--- src/rtl/cla_share_sched_pkg.sv ---
// Shared definitions for the time-shared carry-lookahead adder scheduler.
package cla_share_sched_pkg;

    localparam int W    = 32;
    localparam int DW   = 64;
    localparam int ID_W = 3;

    typedef enum logic [1:0] {
        IDLE = 2'd0,
        LO   = 2'd1,
        HI   = 2'd2,
        RESP = 2'd3
    } state_t;

endpackage

--- src/rtl/cla_share_sched_if.sv ---
// Request/response bundle between the adder clients and the shared scheduler.
interface cla_share_sched_if #(
    parameter int NREQ = 4
);
    import cla_share_sched_pkg::*;

    logic [NREQ-1:0]    req_valid;
    logic [NREQ-1:0]    req_ready;
    logic [NREQ-1:0]    req_wide;
    logic [NREQ-1:0]    req_cin;
    logic [NREQ*DW-1:0] req_a;
    logic [NREQ*DW-1:0] req_b;
    logic               rsp_valid;
    logic               rsp_ready;
    logic [ID_W-1:0]    rsp_id;
    logic [DW-1:0]      rsp_sum;
    logic               rsp_cout;

    modport master (
        output req_valid, req_wide, req_cin, req_a, req_b, rsp_ready,
        input  req_ready, rsp_valid, rsp_id, rsp_sum, rsp_cout
    );

    modport slave (
        input  req_valid, req_wide, req_cin, req_a, req_b, rsp_ready,
        output req_ready, rsp_valid, rsp_id, rsp_sum, rsp_cout
    );

endinterface

--- src/rtl/cla32bit.sv ---
// 32-bit carry-lookahead adder built from eight 4-bit lookahead groups.
module cla32bit (
    input  logic [31:0] a,
    input  logic [31:0] b,
    input  logic        cin,
    output logic [31:0] sum,
    output logic        cout
);

    logic [31:0] g;
    logic [31:0] p;
    logic [32:0] c;
    logic [7:0]  gg;
    logic [7:0]  gp;

    always_comb begin
        g  = a & b;
        p  = a ^ b;
        c  = '0;
        gg = '0;
        gp = '0;
        c[0] = cin;
        for (int grp = 0; grp < 8; grp++) begin
            gp[grp] = &p[grp*4 +: 4];
            gg[grp] = g[grp*4+3]
                    | (p[grp*4+3] & g[grp*4+2])
                    | (p[grp*4+3] & p[grp*4+2] & g[grp*4+1])
                    | (p[grp*4+3] & p[grp*4+2] & p[grp*4+1] & g[grp*4]);
            for (int j = 0; j < 3; j++) begin
                c[grp*4+j+1] = g[grp*4+j] | (p[grp*4+j] & c[grp*4+j]);
            end
            c[grp*4+4] = gg[grp] | (gp[grp] & c[grp*4]);
        end
        sum  = p ^ c[31:0];
        cout = c[32];
    end

endmodule

--- src/rtl/cla_share_sched_rr_grant.sv ---
// Combinational round-robin picker: first valid requester after last_grant, wrapping.
module rr_grant
    import cla_share_sched_pkg::*;
#(
    parameter int NREQ = 4
) (
    input  logic [NREQ-1:0] valid,
    input  logic [ID_W-1:0] last_grant,
    output logic [NREQ-1:0] grant,
    output logic [ID_W-1:0] grant_idx
);

    logic found;
    int   idx;

    always_comb begin
        grant     = '0;
        grant_idx = '0;
        found     = 1'b0;
        idx       = 0;
        for (int k = 1; k <= NREQ; k++) begin
            idx = int'(last_grant) + k;
            if (idx >= NREQ) begin
                idx = idx - NREQ;
            end
            if (!found && (((valid >> idx) & NREQ'(1)) != '0)) begin
                grant     = NREQ'(1) << idx;
                grant_idx = ID_W'(idx);
                found     = 1'b1;
            end
        end
    end

endmodule

--- src/rtl/cla_share_sched.sv ---
// Shares one cla32bit between NREQ requesters; wide ops take a low and a high pass.
//
// state | meaning
// IDLE  | arbitrating; req_ready follows the round-robin grant
// LO    | adding low 32 bits with the requester's carry-in
// HI    | adding high 32 bits with the registered low-half carry
// RESP  | holding the result until rsp_ready
module cla_share_sched
    import cla_share_sched_pkg::*;
#(
    parameter int NREQ = 4
) (
    input  logic               clk,
    input  logic               rst,
    cla_share_sched_if.slave   bus,
    output logic               busy
);

    state_t          state;
    state_t          state_nxt;
    logic [DW-1:0]   a_reg;
    logic [DW-1:0]   b_reg;
    logic            wide_reg;
    logic            cin_reg;
    logic            carry_reg;
    logic [ID_W-1:0] id_reg;
    logic [ID_W-1:0] last_grant;
    logic [DW-1:0]   res;

    logic [NREQ-1:0] grant;
    logic [ID_W-1:0] grant_idx;
    logic            accept;
    logic [DW-1:0]   sel_a;
    logic [DW-1:0]   sel_b;
    logic            sel_wide;
    logic            sel_cin;

    logic [W-1:0]    add_a;
    logic [W-1:0]    add_b;
    logic            add_cin;
    logic [W-1:0]    add_sum;
    logic            add_cout;

    rr_grant #(.NREQ(NREQ)) u_rr_grant (
        .valid      (bus.req_valid),
        .last_grant (last_grant),
        .grant      (grant),
        .grant_idx  (grant_idx)
    );

    cla32bit u_cla32bit (
        .a    (add_a),
        .b    (add_b),
        .cin  (add_cin),
        .sum  (add_sum),
        .cout (add_cout)
    );

    // Gating with rst keeps req_ready low while reset is held, even with valids pending.
    assign bus.req_ready = (state == IDLE && !rst) ? grant : '0;
    assign accept        = |(bus.req_valid & bus.req_ready);
    assign bus.rsp_valid = (state == RESP);
    assign bus.rsp_sum   = res;
    assign bus.rsp_id    = id_reg;
    assign bus.rsp_cout  = carry_reg;
    assign busy          = (state != IDLE);

    always_comb begin
        sel_a    = '0;
        sel_b    = '0;
        sel_wide = 1'b0;
        sel_cin  = 1'b0;
        for (int i = 0; i < NREQ; i++) begin
            if (grant[i]) begin
                sel_a    = bus.req_a[i*DW +: DW];
                sel_b    = bus.req_b[i*DW +: DW];
                sel_wide = bus.req_wide[i];
                sel_cin  = bus.req_cin[i];
            end
        end
    end

    always_ff @(posedge clk or posedge rst) begin
        if (rst) begin
            state <= IDLE;
        end else begin
            state <= state_nxt;
        end
    end

    // Adder inputs rest at zero outside LO/HI so the shared datapath stays quiet.
    always_comb begin
        state_nxt = state;
        add_a     = '0;
        add_b     = '0;
        add_cin   = 1'b0;
        unique case (state)
            IDLE: begin
                if (accept) begin
                    state_nxt = LO;
                end
            end
            LO: begin
                add_a     = a_reg[W-1:0];
                add_b     = b_reg[W-1:0];
                add_cin   = cin_reg;
                state_nxt = wide_reg ? HI : RESP;
            end
            HI: begin
                add_a     = a_reg[DW-1:W];
                add_b     = b_reg[DW-1:W];
                add_cin   = carry_reg;
                state_nxt = RESP;
            end
            RESP: begin
                if (bus.rsp_ready) begin
                    state_nxt = IDLE;
                end
            end
            default: state_nxt = IDLE;
        endcase
    end

    always_ff @(posedge clk or posedge rst) begin
        if (rst) begin
            a_reg      <= '0;
            b_reg      <= '0;
            wide_reg   <= 1'b0;
            cin_reg    <= 1'b0;
            carry_reg  <= 1'b0;
            id_reg     <= '0;
            last_grant <= ID_W'(NREQ - 1);
            res        <= '0;
        end else begin
            unique case (state)
                IDLE: begin
                    if (accept) begin
                        a_reg      <= sel_a;
                        b_reg      <= sel_b;
                        wide_reg   <= sel_wide;
                        cin_reg    <= sel_cin;
                        id_reg     <= grant_idx;
                        last_grant <= grant_idx;
                    end
                end
                LO: begin
                    res       <= {{(DW-W){1'b0}}, add_sum};
                    carry_reg <= add_cout;
                end
                HI: begin
                    res[DW-1:W] <= add_sum;
                    carry_reg   <= add_cout;
                end
                default: ;
            endcase
        end
    end

endmodule

--- src/flat_wrapper.sv ---
// flat-port wrapper written by rule: the top's interface ports become plain ports
module cla_share_sched_flat import cla_share_sched_pkg::*;
#(
    parameter int NREQ = 4
)
  (clk, rst, busy, bus_req_valid, bus_req_wide, bus_req_cin, bus_req_a, bus_req_b, bus_rsp_ready, bus_req_ready, bus_rsp_valid, bus_rsp_id, bus_rsp_sum, bus_rsp_cout);
  cla_share_sched_if #(.NREQ(NREQ)) bus_i ();
  input  logic clk;
  input  logic rst;
  output logic busy;
  input wire logic [$bits(bus_i.req_valid)-1:0] bus_req_valid;
  input wire logic [$bits(bus_i.req_wide)-1:0] bus_req_wide;
  input wire logic [$bits(bus_i.req_cin)-1:0] bus_req_cin;
  input wire logic [$bits(bus_i.req_a)-1:0] bus_req_a;
  input wire logic [$bits(bus_i.req_b)-1:0] bus_req_b;
  input wire logic [$bits(bus_i.rsp_ready)-1:0] bus_rsp_ready;
  output wire logic [$bits(bus_i.req_ready)-1:0] bus_req_ready;
  output wire logic [$bits(bus_i.rsp_valid)-1:0] bus_rsp_valid;
  output wire logic [$bits(bus_i.rsp_id)-1:0] bus_rsp_id;
  output wire logic [$bits(bus_i.rsp_sum)-1:0] bus_rsp_sum;
  output wire logic [$bits(bus_i.rsp_cout)-1:0] bus_rsp_cout;
  assign bus_i.req_valid = bus_req_valid;
  assign bus_i.req_wide = bus_req_wide;
  assign bus_i.req_cin = bus_req_cin;
  assign bus_i.req_a = bus_req_a;
  assign bus_i.req_b = bus_req_b;
  assign bus_i.rsp_ready = bus_rsp_ready;
  assign bus_req_ready = bus_i.req_ready;
  assign bus_rsp_valid = bus_i.rsp_valid;
  assign bus_rsp_id = bus_i.rsp_id;
  assign bus_rsp_sum = bus_i.rsp_sum;
  assign bus_rsp_cout = bus_i.rsp_cout;
  cla_share_sched #(.NREQ(NREQ)) u_core (.clk(clk), .rst(rst), .bus(bus_i), .busy(busy));
endmodule
--- config.mk ---
export PLATFORM = sky130hd
export DESIGN_NAME = cla_share_sched_flat
export DESIGN_NICKNAME = d
export VERILOG_FILES = /design/src/rtl/cla_share_sched_pkg.sv /design/src/rtl/cla_share_sched_if.sv /design/src/rtl/cla32bit.sv /design/src/rtl/cla_share_sched_rr_grant.sv /design/src/rtl/cla_share_sched.sv /design/src/flat_wrapper.sv
export SDC_FILE = /design/constraint.sdc
export NUM_CORES = 1
export LEC_CHECK = 0
export CAP_MARGIN = 20
export CORE_AREA = 2 2 236 238
export DETAILED_ROUTE_END_ITERATION = 10
export DIE_AREA = 0 0 238 240
export GPL_TIMING_DRIVEN = 0
export SETUP_SLACK_MARGIN = 0.2
export SLEW_MARGIN = 15
export SYNTH_ARGS = -nofsm -noshare
export SYNTH_HDL_FRONTEND = slang
export SYNTH_HIERARCHICAL = 1
export SYNTH_SLANG_ARGS = --single-unit
--- constraint.sdc ---
create_clock -name clk -period 20.5 [get_ports clk]
set_input_delay 3.075 -clock clk [delete_from_list [all_inputs] [get_ports clk]]
set_output_delay 3.075 -clock clk [all_outputs]
set_load 0.02 [all_outputs]
==> flow_metrics.env <==
export IMPL_ys_warnings_count=6
export IMPL_grt_pass1_wl_um=98200
export IMPL_antenna_found_initial=12
export IMPL_fillers=5541
export IMPL_multi_input_area_um2=6760
export IMPL_syn_instance_count=1306
export IMPL_cts_setup_buffers=0
export IMPL_dp_cells=2612
export IMPL_netlist_top_cells_count="dfrtp_1, nand2_1, o22ai_1"
export IMPL_core_area_um2=54700
export IMPL_drv_slew=0
export IMPL_drtIter0Drc=856
export IMPL_peakVddDrop_mv=0.0986
export IMPL_die_height_um=240
export IMPL_grt_busiest_layer="met2"
export IMPL_grtUsageMet3=0.0404
export IMPL_routed_wirelength_um=70400
export IMPL_portBuffers=600
export IMPL_status="finished clean"
export IMPL_worst_r2r_endpoint="u_core/bus.rsp_sum[27]"
export IMPL_maxSlewHeadroom=0.227
export IMPL_synth_async_reset_ratio=1.00
export IMPL_arrival_ps=6860
export IMPL_yosys_top_cells_area="dfrtp_1, a221oi_1, o31ai_1"
export IMPL_avgSynthCellArea_um2=9.73
export IMPL_layout_nets=2536
export IMPL_numClockSinks=202
export IMPL_die_w_um=238
export IMPL_setup_tns_ps=0
export IMPL_period_share=0.485
export IMPL_grt_pass1_vias=14800
export IMPL_reg2reg_depth=18
export IMPL_seq_area_um2=5060
export IMPL_grt_start_max_net_pins=74
export IMPL_setup_viol_count_final=0
export IMPL_hold_viol_final=0
export IMPL_initial_utilization=0.232
export IMPL_grt_util_met1=0.291
export IMPL_insertion_delay_ps=550
export IMPL_yosysTopAreaCell="dfrtp_1"
export IMPL_syn_cell_area_um2=12700
export IMPL_synth_ff_type="dfrtp_1"
export IMPL_cts_buffer_depth=3
export IMPL_hold_class="reg2reg"
export IMPL_yosysTopAreaCellShare=0.394
export IMPL_dieArea_um2=57100
export IMPL_grt_remaining_overflow=0
export IMPL_cp_required_ps=17430
export IMPL_cts_resized=0
export IMPL_wl_per_cell_um=26.4
export IMPL_fin_worst_skew_ps=20.2
export IMPL_post_route_util=0.377
export IMPL_start_kind="input pin"
export IMPL_clk_pin_slew_ps=50
export IMPL_yosysMostFrequentCell="dfrtp_1"
export IMPL_power_leakage_uw=0.00857
export IMPL_setup_worst_path_start="bus_req_valid[2]"
export IMPL_fmax_mhz=101
export IMPL_final_cells=2664
export IMPL_r2r_start="u_core/state[0]"
export IMPL_holdPathStages=2
export IMPL_timing_reg2reg_setup_slack_ps=14770
export IMPL_vias=13900
export IMPL_ios=601
export IMPL_critical_path_class="in2out"
export IMPL_clock_root_buffer="clkbuf_16"
export IMPL_hpwl_um=58200
export IMPL_grt_use_met2=0.413
export IMPL_synth_cell_type_count=58
export IMPL_syn_nets=1906
export IMPL_drv_cap=0
export IMPL_cts_tree="built"
export IMPL_areaGrowthSynthToFinish_pct=62.1
export IMPL_synth_yosys_seq_area_share=0.398
export IMPL_drc=0
export IMPL_via_per_inst=5.23
export IMPL_h_tree_depth=1
export IMPL_cts_hold_buf=0
export IMPL_critPathCapture="bus_req_ready[1]"
export IMPL_grt_usage=0.237
export IMPL_worst_pin_slew_ps=1160
export IMPL_ys_ff_latch=202
export IMPL_setup_worst_path_end_class="output pin"
export IMPL_drt_pass1_iter_count=5
export IMPL_cp_max_fo=10
export IMPL_rows=86
export IMPL_rsz0062_at_grt="no"
export IMPL_synth_edf_count=0
export IMPL_power_density_nw_per_um2=186
export IMPL_post_route_min_period_ps=9930
export IMPL_gp_congestion=0.864
export IMPL_cts_buffers=26
export IMPL_ant_nets=0
export IMPL_drive_gt1_frac=0.0966
==> cells by family after synthesis <==
family,synth area share
xor+xnor,0.00620
compound gates,0.321
simple gates,0.0758
buf+inv,0.0701
other cells,0.000295
flops,0.398
fa+ha+maj,0.0861
mux,0.0423
==> area by class of cell <==
class / count / area share
clock buffers: 34 / 0.0360
diodes: 4 / 0.000486
flip-flops and latches: 202 / 0.246
plain buffers: 133 / 0.0309
repair buffers: 602 / 0.294
inverters: 68 / 0.0128
multi-input cells: 903 / 0.328
well taps: 704 / 0.0428
clock inverters: 14 / 0.00923
==> layout by cell type (no fill, tap or decap), types with 3 or more instances in the layout <==
cell type and count:
buf_4 6, mux2i_1 3, buf_1 5, mux2_2 41, a221oi_1 129, xnor2_1 4
a21oi_1 16, buf_2 79, and2_1 5, a21o_1 6, bufinv_16 4, clkinv_4 3
clkbuf_1 44, clkdlybuf4s50_1 600, o31ai_1 133, nor2b_1 3, fa_1 24, o21ai_0 41
diode_2 4, nand3_1 16, clkinv_2 4, clkbuf_16 27, nor2_1 8, nand4_1 7
xor2_1 5, clkbuf_8 4, a22o_1 67, a211oi_1 3, inv_1 67, nor3_1 4
ha_1 49, nand2_1 166, dfrtp_1 200, o31a_1 5, o22ai_1 134
==> layer usage <==
metal  vias up  share of wire
met5         -         0.0011
met4        12          0.041
met3       114          0.061
met2       578           0.49
met1      6867           0.41
li1       6360              -
==> power by group <==
part           internal [uW]  switching [uW]  leakage, uW  total, uW
registers                544             116      0.00265        660
clock network            306             189     0.000454        495
logic                    930            1740      0.00546       2670
total                   1780            2050      0.00857       3830
==> worst max-delay path, cell delays in order <==
cell             delay [ps]
clkdlybuf4s50_1         520
mux4_2                  520
nand3_1                 310
nand3b_1                210
o21ai_0                 210
buf_4                   200
buf_2                   360
buf_1                   610
and2_1                  230
clkdlybuf4s50_1         610
==> worst min path at each step <==
stage | startpoint | endpoint | slack, ps
floorplan | u_core/wide_reg | u_core/wide_reg | 450
global placement | u_core/b_reg[58] | u_core/b_reg[58] | 460
detailed placement | u_core/a_reg[53] | u_core/a_reg[53] | 470
CTS | u_core/a_reg[53] | u_core/a_reg[53] | 480
global route | u_core/b_reg[30] | u_core/b_reg[30] | 500
finish | u_core/b_reg[30] | u_core/b_reg[30] | 480
==> through the flow <==
stage	hold WS, ps	total power [uW]	setup slack, ps	instance area, um^2
final	477	3830	10570	20600
after global routing	501	4060	10410	20600
after CTS	482	3840	10570	20600
after detailed placement	469	3330	10580	19700
after global placement	460	3290	8380	19600
after floorplan	449	2210	11730	12700
No activity file was read; power rests on OpenSTA's default activity.
